===== config.mk =====
export PLATFORM = sky130hd
export DESIGN_NAME = seg7_display
export DESIGN_NICKNAME = d
export VERILOG_FILES = /design/src/rtl/seg7_display.sv
export SDC_FILE = /design/constraint.sdc
export NUM_CORES = 1
export LEC_CHECK = 0
export ABC_AREA = 1
export BUFFER_PORTS_ARGS = -buffer_cell sky130_fd_sc_hd__buf_2
export CORE_ASPECT_RATIO = 0.7
export CORE_MARGIN = 2
export CORE_UTILIZATION = 51
export CTS_BUF_LIST = sky130_fd_sc_hd__clkbuf_16
export DETAILED_ROUTE_END_ITERATION = 10
export PLACE_DENSITY = 0.85
export SLEW_MARGIN = 20
export SYNTH_ARGS = -nofsm -noshare
export SYNTH_HDL_FRONTEND = slang
export SYNTH_SLANG_ARGS = --single-unit

===== constraint.sdc =====
create_clock -name clock -period 1.47 [get_ports clock]
set_input_delay 0 -clock clock [delete_from_list [all_inputs] [get_ports clock]]
set_output_delay 0 -clock clock [all_outputs]
set_load 0.03 [all_outputs]

===== src/rtl/seg7_display.sv =====
// Eight-digit active-low seven-segment driver: captures BCD nibbles on load and
// decodes them with leading-zero blanking, a per-digit blank code and whole-display blink.
module seg7_display #(
  parameter int BLINK_DIV = 25000000
) (
  input  logic        clock,
  input  logic        reset_n,
  input  logic        load,
  input  logic [31:0] digits,
  input  logic        blank_lz,
  input  logic        blink_en,
  output logic [6:0]  HEX7,
  output logic [6:0]  HEX6,
  output logic [6:0]  HEX5,
  output logic [6:0]  HEX4,
  output logic [6:0]  HEX3,
  output logic [6:0]  HEX2,
  output logic [6:0]  HEX1,
  output logic [6:0]  HEX0
);

  localparam int CW = (BLINK_DIV > 2) ? $clog2(BLINK_DIV) : 1;
  localparam logic [CW-1:0] LAST = CW'(BLINK_DIV - 1);
  localparam logic [6:0] DARK = 7'h7F;

  logic [7:0][3:0] shadow;
  logic [CW-1:0]   count;
  logic            phase;
  logic [7:0][6:0] seg_next;
  logic [7:0][6:0] seg_q;
  logic            lead;
  logic [3:0]      nib;
  logic [6:0]      seg;

  function automatic logic [6:0] decode(input logic [3:0] v);
    logic [6:0] r;
    case (v)
      4'h0:    r = 7'h40;
      4'h1:    r = 7'h79;
      4'h2:    r = 7'h24;
      4'h3:    r = 7'h30;
      4'h4:    r = 7'h19;
      4'h5:    r = 7'h12;
      4'h6:    r = 7'h02;
      4'h7:    r = 7'h78;
      4'h8:    r = 7'h00;
      4'h9:    r = 7'h10;
      4'hF:    r = DARK;
      default: r = 7'h3F;
    endcase
    return r;
  endfunction

  always_ff @(posedge clock or negedge reset_n) begin
    if (!reset_n) begin
      shadow <= '1;
    end else if (load) begin
      shadow <= digits;
    end
  end

  // A load restarts the on half-period even while blinking is enabled.
  always_ff @(posedge clock or negedge reset_n) begin
    if (!reset_n) begin
      count <= '0;
      phase <= 1'b1;
    end else if (load || !blink_en) begin
      count <= '0;
      phase <= 1'b1;
    end else if (count == LAST) begin
      count <= '0;
      phase <= ~phase;
    end else begin
      count <= count + 1'b1;
    end
  end

  // Leading status propagates downward from digit 7 and stops at the first significant digit.
  always_comb begin
    lead     = 1'b1;
    nib      = 4'h0;
    seg      = DARK;
    seg_next = '1;
    for (int i = 7; i >= 0; i--) begin
      nib  = shadow[i];
      lead = lead && ((nib == 4'h0) || (nib == 4'hF));
      seg  = decode(nib);
      if (blank_lz && lead && (nib == 4'h0) && (i != 0)) begin
        seg = DARK;
      end
      if (!phase) begin
        seg = DARK;
      end
      seg_next[i] = seg;
    end
  end

  always_ff @(posedge clock or negedge reset_n) begin
    if (!reset_n) begin
      seg_q <= '1;
    end else begin
      seg_q <= seg_next;
    end
  end

  assign HEX7 = seg_q[7];
  assign HEX6 = seg_q[6];
  assign HEX5 = seg_q[5];
  assign HEX4 = seg_q[4];
  assign HEX3 = seg_q[3];
  assign HEX2 = seg_q[2];
  assign HEX1 = seg_q[1];
  assign HEX0 = seg_q[0];

endmodule


; ---- Word level (Yosys, flattened, before mapping)
; Memories as Yosys holds them, arrays and structs flattened.
; Index checks and enable logic that the tools add are counted.
[word_totals]
word_cells = 92
mem_count = 8
inputBits = 37
mem_bits_ro = 896
output_inout_bits = 56
ff_bits = 114
[classes]
addsub = 1
bitwise_logic = 1
n_eq_ne = 8
muxes = 19
n_reduce_logical = 37
[mem_list]
columns = name, depth, width, rd, rd_clocked_by_memory_dff, wr, line_no
row1 = (no name shown), 16, 7, 1, 0, 0, 37  ; case (v)
row2 = (no name shown), 16, 7, 1, 0, 0, 37
row3 = (no name shown), 16, 7, 1, 0, 0, 37
row4 = (no name shown), 16, 7, 1, 0, 0, 37
row5 = (no name shown), 16, 7, 1, 0, 0, 37
row6 = (no name shown), 16, 7, 1, 0, 0, 37
row7 = 2 more memories, n/a, n/a, n/a, n/a, n/a, n/a
[ops]
columns = cell, n
row1 = $mux W7, 15
row2 = $mux W25, 2
row3 = $eq A4 B4 Y1 const B, 7
row4 = $logic_not A4 Y1, 7
row5 = $add A25 B1 Y25 const B, 1
row6 = $eq A25 B25 Y1 const B, 1
row7 = $logic_and A1 B1 Y1, 20
row8 = $logic_or A1 B1 Y1, 8
row9 = $mux W1, 2
row10 = $reduce_bool A2 Y1, 1
row11 = $logic_not A1 Y1, 1
row12 = $not A1 Y1, 1

; ---- Depth between registers and ports, before layout
; Gate-level depths: netlist of run 1.
[depth]
depth_word = 12
mapped_depth = 10
depth_no_buf = 10

; ---- Least setup slack after synthesis of run 1
; No wires, ideal clock.
[synth_path]
path_kind = reg2reg
startpoint = register shadow[28] (netlist name)
endpoint = register seg_q, in the netlist HEX5[0]
synth_period_minus_slack_ns = 1.503
setup_time_ns = 0.099
n_path_buf = 0
path_slack_ns = -0.033
arrival_ns = 1.404
stages_incl_launch_ff = 11
t_required_ns = 1.371
path_cell_list = dfstp_2 > inv_1 > ha_1 > nand2_1 > nand2_1 > nand3_1 > nor2_1 > nand2_1 > nand2_1 > inv_1 > nand3_1
[synth_rtl]
columns = item, line_no
row1 = start: declaration, 26  ; logic [7:0][3:0] shadow;
row2 = start signal: assignment, 58  ; shadow <= digits;
row3 = end signal: assignment, 102  ; seg_q <= seg_next;
row4 = end: declaration, 30  ; logic [7:0][6:0] seg_q;

==> impl_metrics.py, run 1 <==
metrics = {
    "outcome": {
        "violations_in_the_final_reports": "negative setup slack",
        "status": "finished with violations",
    },
    "synth": {
        "yosys-top-cells-area": "sky130_fd_sc_hd__dfstp_2 (40%), sky130_fd_sc_hd__dfrtp_1 (11%), sky130_fd_sc_hd__nand2_1 (9.8%), sky130_fd_sc_hd__ha_1 (8.5%), sky130_fd_sc_hd__nand3_1 (5.5%)",
        "yosys.cell_types.count": 33,
        "asr_flop_ratio_synth": 1.000,
        "post_synth_edffs": 0,
        "post_synth_fa_ha_maj_area_fraction": 0.08527,
        "synthDominantCellAreaShare": 0.3984,
        "synth-compound-area-share": 0.08676,
        "mappedNetlistArea_sq_mm": 0.005869,
        "yosys_warnings": 0,
        "number_of_synthesized_register_bits": 114,
        "synthMostInstantiatedCell": "sky130_fd_sc_hd__nand2_1",
        "synth_top_family_by_area": "simple AND/OR/NAND/NOR gates",
        "yosysTopAreaCell": "sky130_fd_sc_hd__dfstp_2",
        "postSynthNetCount": 748,
        "syn-mean-instance-area_sq_um": 8.747,
        "synth-simple-area-share": 0.2552,
        "synthTopCellsByCount": "sky130_fd_sc_hd__nand2_1 (153), sky130_fd_sc_hd__dfstp_2 (89), sky130_fd_sc_hd__nor2_1 (76)",
        "synth.area.mux_share": 0,
        "synthesized_netlist_cell_count": 671,
        "ys.flop_type": "sky130_fd_sc_hd__dfstp_2",
        "post_synth_xor_area_fraction": 0.01641,
        "synth_seq_area_share": 0.5050,
    },
    "critical_path": {
        "rr_startpoint": "shadow[29]",
        "critical_path_cell_list": "ha_4 > nand2_4 > nand2_4 > nand3_4 > nor2_4 > buf_12 > nand4_4 > nand3_2",
        "timing.critical_path.max_delay_family": "simple AND/OR/NAND/NOR gates",
        "worstReg2RegEnd": "HEX1[4]",
        "crit_path_max_fanout": 7,
        "cp_num_cells": 8,
        "cp-start-kind": "flop",
        "critPathCapture": "HEX1[4]",
        "worst-setup-path-type": "reg -> reg",
        "cp.buffers_inverters": 1,
        "path_common_cell": "sky130_fd_sc_hd__nand2_4",
        "worst_case_reg_to_reg_path_depth": 8,
        "critical-path-max-stage-delay_ns": 0.57,
        "slowest_stage": "sky130_fd_sc_hd__dfstp_2",
        "worst_ep_arrival_time_ns": 2.00,
        "cp-startpoint": "shadow[29]",
        "cp_data_required_time_ns": 1.82,
        "cp-end-kind": "flop",
        "regToRegSetupSlack_ns": -0.18,
    },
    "sta": {
        "fmax_ghz": 0.6049,
        "timing_max_transition_violations_final": 0,
        "grt_setup_unrepaired": "yes",
        "finalCriticalPeriod_ns": 1.653,
        "slew_headroom": 0.5811,
        "timing.final.hold_violations": 0,
        "post-route-period-util": 1.125,
        "tightestPinTransition_ns": 0.6277,
        "timing.setup.tns_ns": -4.743,
        "final-setup-viol-count": 53,
        "skew_ns": 0.008539,
        "timing.hold.ws_ns": 0.04066,
        "post-route-worst-setup-slack_ns": -0.1832,
    },
    "route": {
        "first_pass_iters": 5,
        "remaining_drc_errors": 0,
        "post_drt_via_cell_ratio": 5.390,
        "routed_wl_microns": 16900,
        "vias": 5654,
        "wire_per_inst_microns": 16.11,
        "drt-initial-drc-count": 451,
        "postRouteAntennaNets": 0,
    },
    "finish": {
        "layout.core_utilization": 0.7527,
        "n_fill_cell": 709,
        "layoutNonFillerInstCount": 1049,
        "diodes": 0,
        "final_layout_size_suffix_gt1_frac": 0.4397,
        "layout-area-overhead-vs-synth_pct": 42.74,
        "design.final.nets": 960,
    },
    "floorplan": {
        "core_area_sq_mm": 0.01113,
        "io-pin-count": 93,
        "floorplan.initialDensity": 0.5273,
        "std_cell_rows": 32,
        "die-width_microns": 132.2,
        "die-height_microns": 93.76,
        "full_die_area_sq_mm": 0.01240,
    },
    "power_and_ir_drop": {
        "ir_worst_vdd_mv": 1.033,
        "power_density_mw_per_mm2": 1179,
        "cellLeakagePower_nw": 3.782,
    },
    "global_routing": {
        "first_global_vias": 5338,
        "gr-total-overflow": 0,
        "grt_max_degree": 68,
        "grt_first_pass_wirelength_microns": 25500,
        "antenna_found_initial": 0,
        "overall_global_routing_usage": 0.2631,
    },
    "place": {
        "dp.final_hpwl_microns": 10100,
        "globalplace.congestion": 0.9932,
        "buffer_ports.inserted": 92,
        "count_of_placed_standard_cells_including_taps": 969,
    },
    "cts": {
        "clk_transition_reported_paths_ns": 0.06,
        "cts.sink_count": 114,
        "cts_inserted_buffers": 17,
        "htree_num_levels": 4,
        "worst_skew_pair.late_latency_ns": 0.41,
        "clock_tree.buffer_depth": 2,
        "cts.root.buffer_cell": "sky130_fd_sc_hd__clkbuf_16",
        "cts_tree": "built",
    },
    "min_path": {
        "hold_path_class": "in -> reg",
    },
    "flow_run": {
        "total_of_max_cap_violations": 0,
    },
}
[kinds of logic after synthesis]
family,Yosys count
buf+inv,75
flops,114
xor+xnor,11
simple gates,337
compound gates,94
fa+ha+maj,40
[per-layer routing]
metal / vias to the layer above / track usage / share of wire
met3: 66 / 0.05771 / 0.065
met1: 2675 / 0.3348 / 0.41
met4: 0 / 0.1308 / 0.038
li1: 2644 / - / -
met5: - / 0 / 0
met2: 269 / 0.4301 / 0.48
[cell type report]
cell class | instances | area (sq um) | share of cell area
multi-input combinational | 482 | 2978 | 0.3554
clock inverter | 15 | 117.6 | 0.01404
inverter | 61 | 232.7 | 0.02778
clock buffer | 17 | 425.4 | 0.05078
sequential | 114 | 2964 | 0.3538
tap | 153 | 191.4 | 0.02285
timing repair buffer | 207 | 1469 | 0.1753
[how the worst min path moves through the flow]
stage,startpoint,end,slack (ns),cells past startpoint
after floorplan,reset_n,count[0],-0.30,0
after global placement,reset_n,count[0],-0.16,1
after detailed placement,reset_n,count[0],-0.16,1
after CTS,blink_en,count[18],0.006,5
after global routing,blink_en,count[18],0.06,5
final,blink_en,count[18],0.04,5
[registers in the layout, indices dropped and copies added, names as in the netlist]
name and flops:
shadow 28, HEX5 7, HEX6 7, HEX3 7
HEX1 7, count 25, HEX0 7, nib 4
HEX2 7, phase 1, HEX7 7, HEX4 7
[per-stage QoR]
stage                     worst slack (ns)  total power [W]  area [sq um]
after floorplan                   0.007765         0.005131          5869
after global placement             -0.1401         0.005747          6979
after detailed placement           -0.2314         0.005795          6979
after CTS                          -0.1395         0.009710          8097
after global routing               -0.2344          0.01028          8378
final                              -0.1832         0.009880          8378
[placed cells by master, fill, tap and decap left out, types with 17 or more instances in the layout]
master                          instances
sky130_fd_sc_hd__dlygate4sd3_1         36
sky130_fd_sc_hd__buf_2                 91
sky130_fd_sc_hd__nand3_1               36
sky130_fd_sc_hd__dfstp_2               89
sky130_fd_sc_hd__nand3_2               27
sky130_fd_sc_hd__dfrtp_1               25
sky130_fd_sc_hd__a21oi_1               20
sky130_fd_sc_hd__inv_1                 53
sky130_fd_sc_hd__ha_1                  33
sky130_fd_sc_hd__o21ai_0               50
sky130_fd_sc_hd__clkbuf_16             17
sky130_fd_sc_hd__nand2_1              136
sky130_fd_sc_hd__nand2_2               17
sky130_fd_sc_hd__nand4_1               20
sky130_fd_sc_hd__nor2_1                58
sky130_fd_sc_hd__buf_4                 74
sky130_fd_sc_hd__nor2_2                17
[repair_timing]
action / in CTS / in global routing
cloned: 0 / 0
buffers inserted: 6 / 6
pin swaps: 7 / 31
hold buffers: 36 / 0
setup endpoints to repair: 60 / 71
gates resized for setup: 36 / 70
hold endpoints to repair: 125 / 0
[worst reg2reg max path, delay by kind of cell, from the launching register on]
family / cells / cell delay (ns)
adder cells (fa/ha/maj): 1 / 0.16
buffers and inverters: 1 / 0.15
flip-flops: 1 / 0.57
AND/OR/NAND/NOR: 6 / 0.71
[report_power, final]
group / switching, W / internal [W]
Clock: 0.00151 / 0.00230
Combinational: 0.00143 / 0.000740
Sequential: 0.000181 / 0.00372
(Power assumes the default switching activity.)
==> run 2, diff against run 1 <==
Settings changed: RECOVER_POWER set to 100, SKIP_CTS_REPAIR_TIMING set to 1.
==> run 2 against run 1 <==
Effect of this change: the run ends with design-rule violations, negative setup slack left; global-route usage decreased by 2.7 points; critical path type unchanged; largest power group unchanged; critical endpoint is now HEX1[5]; routed wire length up 3.0%; highest routed layer unchanged; first-iteration DRC count is 11% higher; register-to-register slack worse by 0.14 ns.
==> impl_metrics.py, run 2 (synthesis gave the netlist of run 1 again) <==
metrics = {
    "route": {
        "first_pass_iters": 8,
        "postRouteAntennaNets": 0,
        "vias": 5628,
        "post_drt_via_cell_ratio": 5.386,
        "drt-initial-drc-count": 499,
        "routed_wl_microns": 17410,
        "remaining_drc_errors": 2,
        "wire_per_inst_microns": 16.66,
    },
    "critical_path": {
        "crit_path_max_fanout": 7,
        "cp-end-kind": "flop",
        "worst-setup-path-type": "reg -> reg",
        "worst_ep_arrival_time_ns": 2.14,
        "regToRegSetupSlack_ns": -0.33,
        "cp_data_required_time_ns": 1.82,
        "rr_startpoint": "shadow[21]",
        "cp-start-kind": "flop",
        "worst_case_reg_to_reg_path_depth": 8,
        "worstReg2RegEnd": "HEX1[5]",
    },
    "global_routing": {
        "gr-total-overflow": 0,
        "grt_max_degree": 68,
        "antenna_found_initial": 0,
        "overall_global_routing_usage": 0.2363,
        "grt_first_pass_wirelength_microns": 23040,
        "first_global_vias": 4860,
    },
    "min_path": {
        "holdPathStages": 4,
        "whs_endpoint": "count[18]",
        "hold_path_class": "in -> reg",
        "worst_hold_startpoint": "load",
    },
    "cts": {
        "cts.sink_count": 114,
        "cts_inserted_buffers": 17,
        "htree_num_levels": 4,
        "clock_tree.buffer_depth": 2,
        "cts.root.buffer_cell": "sky130_fd_sc_hd__clkbuf_16",
        "clk_transition_reported_paths_ns": 0.06,
        "cts_tree": "built",
        "worst_skew_pair.late_latency_ns": 0.41,
    },
    "finish": {
        "final_std_cell_area_no_fill_sq_mm": 0.008344,
        "layout_commonest_cell": "sky130_fd_sc_hd__nand2_1",
        "design.final.nets": 956,
        "layoutNonFillerInstCount": 1045,
        "diodes": 0,
        "layout-area-overhead-vs-synth_pct": 42.17,
        "largest_register": "shadow",
        "n_fill_cell": 709,
        "multi_input_comb_area_sq_mm": 0.002999,
        "largest_register_ffs": 28,
        "layout_common_cells": "sky130_fd_sc_hd__nand2_1 (139), sky130_fd_sc_hd__buf_2 (91), sky130_fd_sc_hd__dfstp_2 (83)",
        "final-seq-area_sq_mm": 0.002964,
        "reg.largest.list": "shadow x28, count x25",
        "final_layout_size_suffix_gt1_frac": 0.4283,
    },
    "outcome": {
        "violations_in_the_final_reports": "design-rule violations, negative setup slack",
        "status": "finished with violations",
    },
    "floorplan": {
        "floorplan.initialDensity": 0.5273,
        "io-pin-count": 93,
        "core_area_sq_mm": 0.01113,
        "std_cell_rows": 32,
        "die-height_microns": 93.76,
        "die-width_microns": 132.2,
        "full_die_area_sq_mm": 0.01240,
    },
    "power_and_ir_drop": {
        "ir_worst_vdd_mv": 0.9385,
        "power_density_mw_per_mm2": 1184,
        "cellLeakagePower_nw": 3.771,
    },
    "sta": {
        "slew_headroom": 0.3604,
        "timing.hold.ws_ns": 0.01693,
        "post-route-worst-setup-slack_ns": -0.3256,
        "final-setup-viol-count": 53,
        "grt_setup_unrepaired": "yes",
        "timing.final.hold_violations": 0,
        "timing_max_transition_violations_final": 0,
        "tightestPinTransition_ns": 0.9594,
        "skew_ns": 0.008892,
        "finalCriticalPeriod_ns": 1.796,
        "fmax_ghz": 0.5569,
        "post-route-period-util": 1.221,
    },
    "place": {
        "globalplace.congestion": 0.9932,
        "dp.final_hpwl_microns": 10100,
        "placedInstanceArea_sq_mm": 0.006979,
        "count_of_placed_standard_cells_including_taps": 969,
        "buffer_ports.inserted": 92,
    },
    "flow_run": {
        "total_of_max_cap_violations": 0,
    },
}
## run 2: power breakdown
group / switching [W] / total [W] / internal, W / leakage [nW]
logic: 0.00145 / 0.00218 / 0.000734 / 2.22
registers: 0.000185 / 0.00390 / 0.00371 / 1.28
clock network: 0.00151 / 0.00380 / 0.00230 / 0.266
total: 0.00314 / 0.00988 / 0.00674 / 3.77
## run 2: how the worst max path moves through the flow
stage               startpoint  slack, ns  endpoint  cells after the start
floorplan           shadow[28]      0.008   HEX6[0]                      8
global placement    shadow[28]      -0.14   HEX2[5]                      7
detailed placement  shadow[28]      -0.23   HEX1[2]                      7
CTS                 shadow[28]      -0.31   HEX1[5]                      7
global route        shadow[21]      -0.35   HEX1[5]                      8
finish              shadow[21]      -0.33   HEX1[5]                      8
## run 2: worst max-delay path, stage by stage, from the launching register on
cell	delay (ns)
sky130_fd_sc_hd__dfstp_2	0.60
sky130_fd_sc_hd__ha_4	0.16
sky130_fd_sc_hd__nand3_2	0.09
sky130_fd_sc_hd__nand2_2	0.08
sky130_fd_sc_hd__nand2_2	0.09
sky130_fd_sc_hd__nor2_4	0.16
sky130_fd_sc_hd__buf_12	0.15
sky130_fd_sc_hd__nand4_4	0.22
sky130_fd_sc_hd__nand3_2	0.17
## run 2: area by class of cell
cell class,instances,area share
multi-input combinational,482,0.3594
sequential,114,0.3552
timing repair buffer,203,0.1696
clock buffer,17,0.05098
inverter,61,0.02774
tap,153,0.02294
clock inverter,15,0.01410
## run 2: through the flow
step / setup slack [ns] / TNS (ns) / util / power, W
floorplan: 0.007765 / 0 / - / 0.005131
global placement: -0.1401 / -3.683 / 0.6270 / 0.005747
detailed placement: -0.2314 / -6.663 / 0.6270 / 0.005795
CTS: -0.3072 / -10.08 / 0.6758 / 0.009563
global route: -0.3487 / -10.98 / 0.7497 / 0.01027
finish: -0.3256 / -7.503 / 0.7497 / 0.009881
## run 2: routing by layer
metal / up-vias / part of all wire / GRT usage
li1: 2623 / - / -
met3: 56 / 0.067 / 0.05286
met5: - / 0 / 0
met2: 277 / 0.50 / 0.3694
met4: 0 / 0.027 / 0.09946
met1: 2672 / 0.41 / 0.3207
==> run 3, diff against run 2 <==
Settings changed: PLACE_DENSITY 0.85 to 0.76.
==> run 3 against run 2 <==
Effect of this change: the run ends with negative setup slack left; first-iteration DRC count decreased by 24%; clock power increased by 6.1%; routed wire length is 3.9% lower; hold slack got worse by 0.0089 ns; critical path depth unchanged; non-clock buffer count decreased by 9; clock skew down 0.0024 ns; largest cell class unchanged; final cell count decreased by 0.86%; maximum frequency rose by 8.5%; via count fell by 1.8%; power up 1.3%.
==> impl_metrics.py, run 3 (synthesis gave the netlist of run 1 again) <==
metrics = {
    "place": {
        "globalplace.congestion": 0.9508,
        "dp.final_hpwl_microns": 10140,
        "placedInstanceArea_sq_mm": 0.006914,
        "buffer_ports.inserted": 92,
        "pre_cts_ws_ns": -0.1641,
    },
    "route": {
        "vias": 5527,
        "routed_wl_microns": 16730,
        "highest-signal-layer": "met4",
        "remaining_drc_errors": 0,
        "postRouteAntennaNets": 0,
        "met3WireLength_microns": 1098,
        "wire_per_inst_microns": 16.15,
        "drt-initial-drc-count": 379,
        "first_pass_iters": 7,
        "met1_length_microns": 6853,
        "post_drt_via_cell_ratio": 5.335,
        "detailroute.wirelength.met2_microns": 8294,
    },
    "critical_path": {
        "worst_ep_arrival_time_ns": 2.00,
        "cp-start-kind": "flop",
        "crit_path_max_fanout": 7,
        "slowest_stage": "sky130_fd_sc_hd__dfstp_2",
        "cp_data_required_time_ns": 1.82,
        "critical-path-max-stage-delay_ns": 0.58,
        "worst-setup-path-type": "reg -> reg",
        "critical_path_cell_list": "ha_4 > nand3_1 > nand2_2 > nand2_2 > nor2_4 > buf_12 > nand4_4 > nand3_2",
        "cp-end-kind": "flop",
        "regToRegSetupSlack_ns": -0.18,
        "path_common_cell": "sky130_fd_sc_hd__nand2_2",
    },
    "global_routing": {
        "grt_first_pass_wirelength_microns": 23400,
        "first_global_vias": 4979,
        "overall_global_routing_usage": 0.2423,
        "grt_max_degree": 115,
        "antenna_found_initial": 0,
        "gr-total-overflow": 0,
    },
    "floorplan": {
        "floorplan.initialDensity": 0.5273,
        "core_area_sq_mm": 0.01113,
        "die-width_microns": 132.2,
        "std_cell_rows": 32,
        "full_die_area_sq_mm": 0.01240,
        "io-pin-count": 93,
        "die-height_microns": 93.76,
    },
    "finish": {
        "layout-area-overhead-vs-synth_pct": 40.50,
        "largest_register": "shadow",
        "layout_commonest_cell": "sky130_fd_sc_hd__nand2_1",
        "layout.core_utilization": 0.7409,
        "final_std_cell_area_no_fill_sq_mm": 0.008247,
        "final_layout_size_suffix_gt1_frac": 0.3624,
        "largest_register_ffs": 28,
        "design.final.nets": 947,
        "reg.largest.list": "shadow x28, count x25",
        "layout_common_cells": "sky130_fd_sc_hd__nand2_1 (140), sky130_fd_sc_hd__dfstp_2 (88), sky130_fd_sc_hd__nor2_1 (58)",
        "diodes": 0,
    },
    "power_and_ir_drop": {
        "power_density_mw_per_mm2": 1214,
        "ir_worst_vdd_mv": 1.015,
        "cellLeakagePower_nw": 3.619,
    },
    "sta": {
        "skew_ns": 0.006476,
        "grt_setup_unrepaired": "yes",
        "post-route-worst-setup-slack_ns": -0.1843,
        "post-route-period-util": 1.125,
        "fmax_ghz": 0.6045,
        "finalCriticalPeriod_ns": 1.654,
        "slew_headroom": 0.3454,
        "final-setup-viol-count": 48,
        "timing.final.hold_violations": 0,
        "tightestPinTransition_ns": 0.9819,
        "timing.setup.tns_ns": -4.719,
        "timing_max_transition_violations_final": 0,
    },
    "cts": {
        "clk_transition_reported_paths_ns": 0.05,
        "cts_inserted_buffers": 17,
        "cts.root.buffer_cell": "sky130_fd_sc_hd__clkbuf_16",
        "cts.sink_count": 114,
        "clock_tree.buffer_depth": 2,
        "htree_num_levels": 4,
        "cts_tree": "built",
        "worst_skew_pair.late_latency_ns": 0.42,
    },
    "flow_run": {
        "total_of_max_cap_violations": 0,
    },
    "min_path": {
        "hold_path_class": "in -> reg",
    },
    "outcome": {
        "status": "finished with violations",
        "violations_in_the_final_reports": "negative setup slack",
    },
}
[run 3: path summary, 6_finish.rpt]
check                           start   endpoint  cells after the start
max                        shadow[24]    HEX1[6]                      8
min                          blink_en      phase                      5
max reg2reg                shadow[24]    HEX1[6]                      8
min reg2reg                    nib[2]    HEX0[6]                      2
max in group asynchronous     reset_n   count[4]                      3
min in group asynchronous     reset_n  count[11]                      3
[run 3: per-layer routing]
layer	global-route usage	vias up
met3	0.05286	42
met1	0.3148	2651
met2	0.3850	226
met4	0.1281	0
li1	-	2608
met5	0	-
[run 3: power breakdown]
group | leakage [nW] | internal [W] | switching (W) | total [W]
combinational | 2.05 | 0.000639 | 0.00141 | 0.00205
sequential | 1.28 | 0.00372 | 0.000213 | 0.00393
clock | 0.285 | 0.00261 | 0.00142 | 0.00403
total | 3.62 | 0.00697 | 0.00304 | 0.0100
[run 3: worst max-delay path: cells and delay by family, from the launching register on]
| kind | cells | cell delay, ns |
|---|---|---|
| adder cells (fa/ha/maj) | 1 | 0.15 |
| AND/OR/NAND/NOR | 6 | 0.72 |
| flip-flops | 1 | 0.58 |
| buffers and inverters | 1 | 0.14 |
[run 3: stage by stage]
step / total power (W) / hold WS [ns] / instances
2_1_floorplan: 0.005131 / -0.2956 / 671
3_3_place_gp: 0.005721 / 0.1229 / 962
3_5_place_dp: 0.005785 / 0.1307 / 962
4_1_cts: 0.009813 / -0.3127 / 994
5_1_grt: 0.01038 / 0.02821 / 1036
6_report: 0.01001 / 0.008068 / 1036
[run 3: area by class of cell]
type                       instances  area, sq um
clock buffer                      17        425.4
clock inverter                    15        148.9
fill                             747         2884
inverter                          61        235.2
multi-input combinational        482         3003
sequential                       114         2964
tap                              153        191.4
timing repair buffer             194         1279
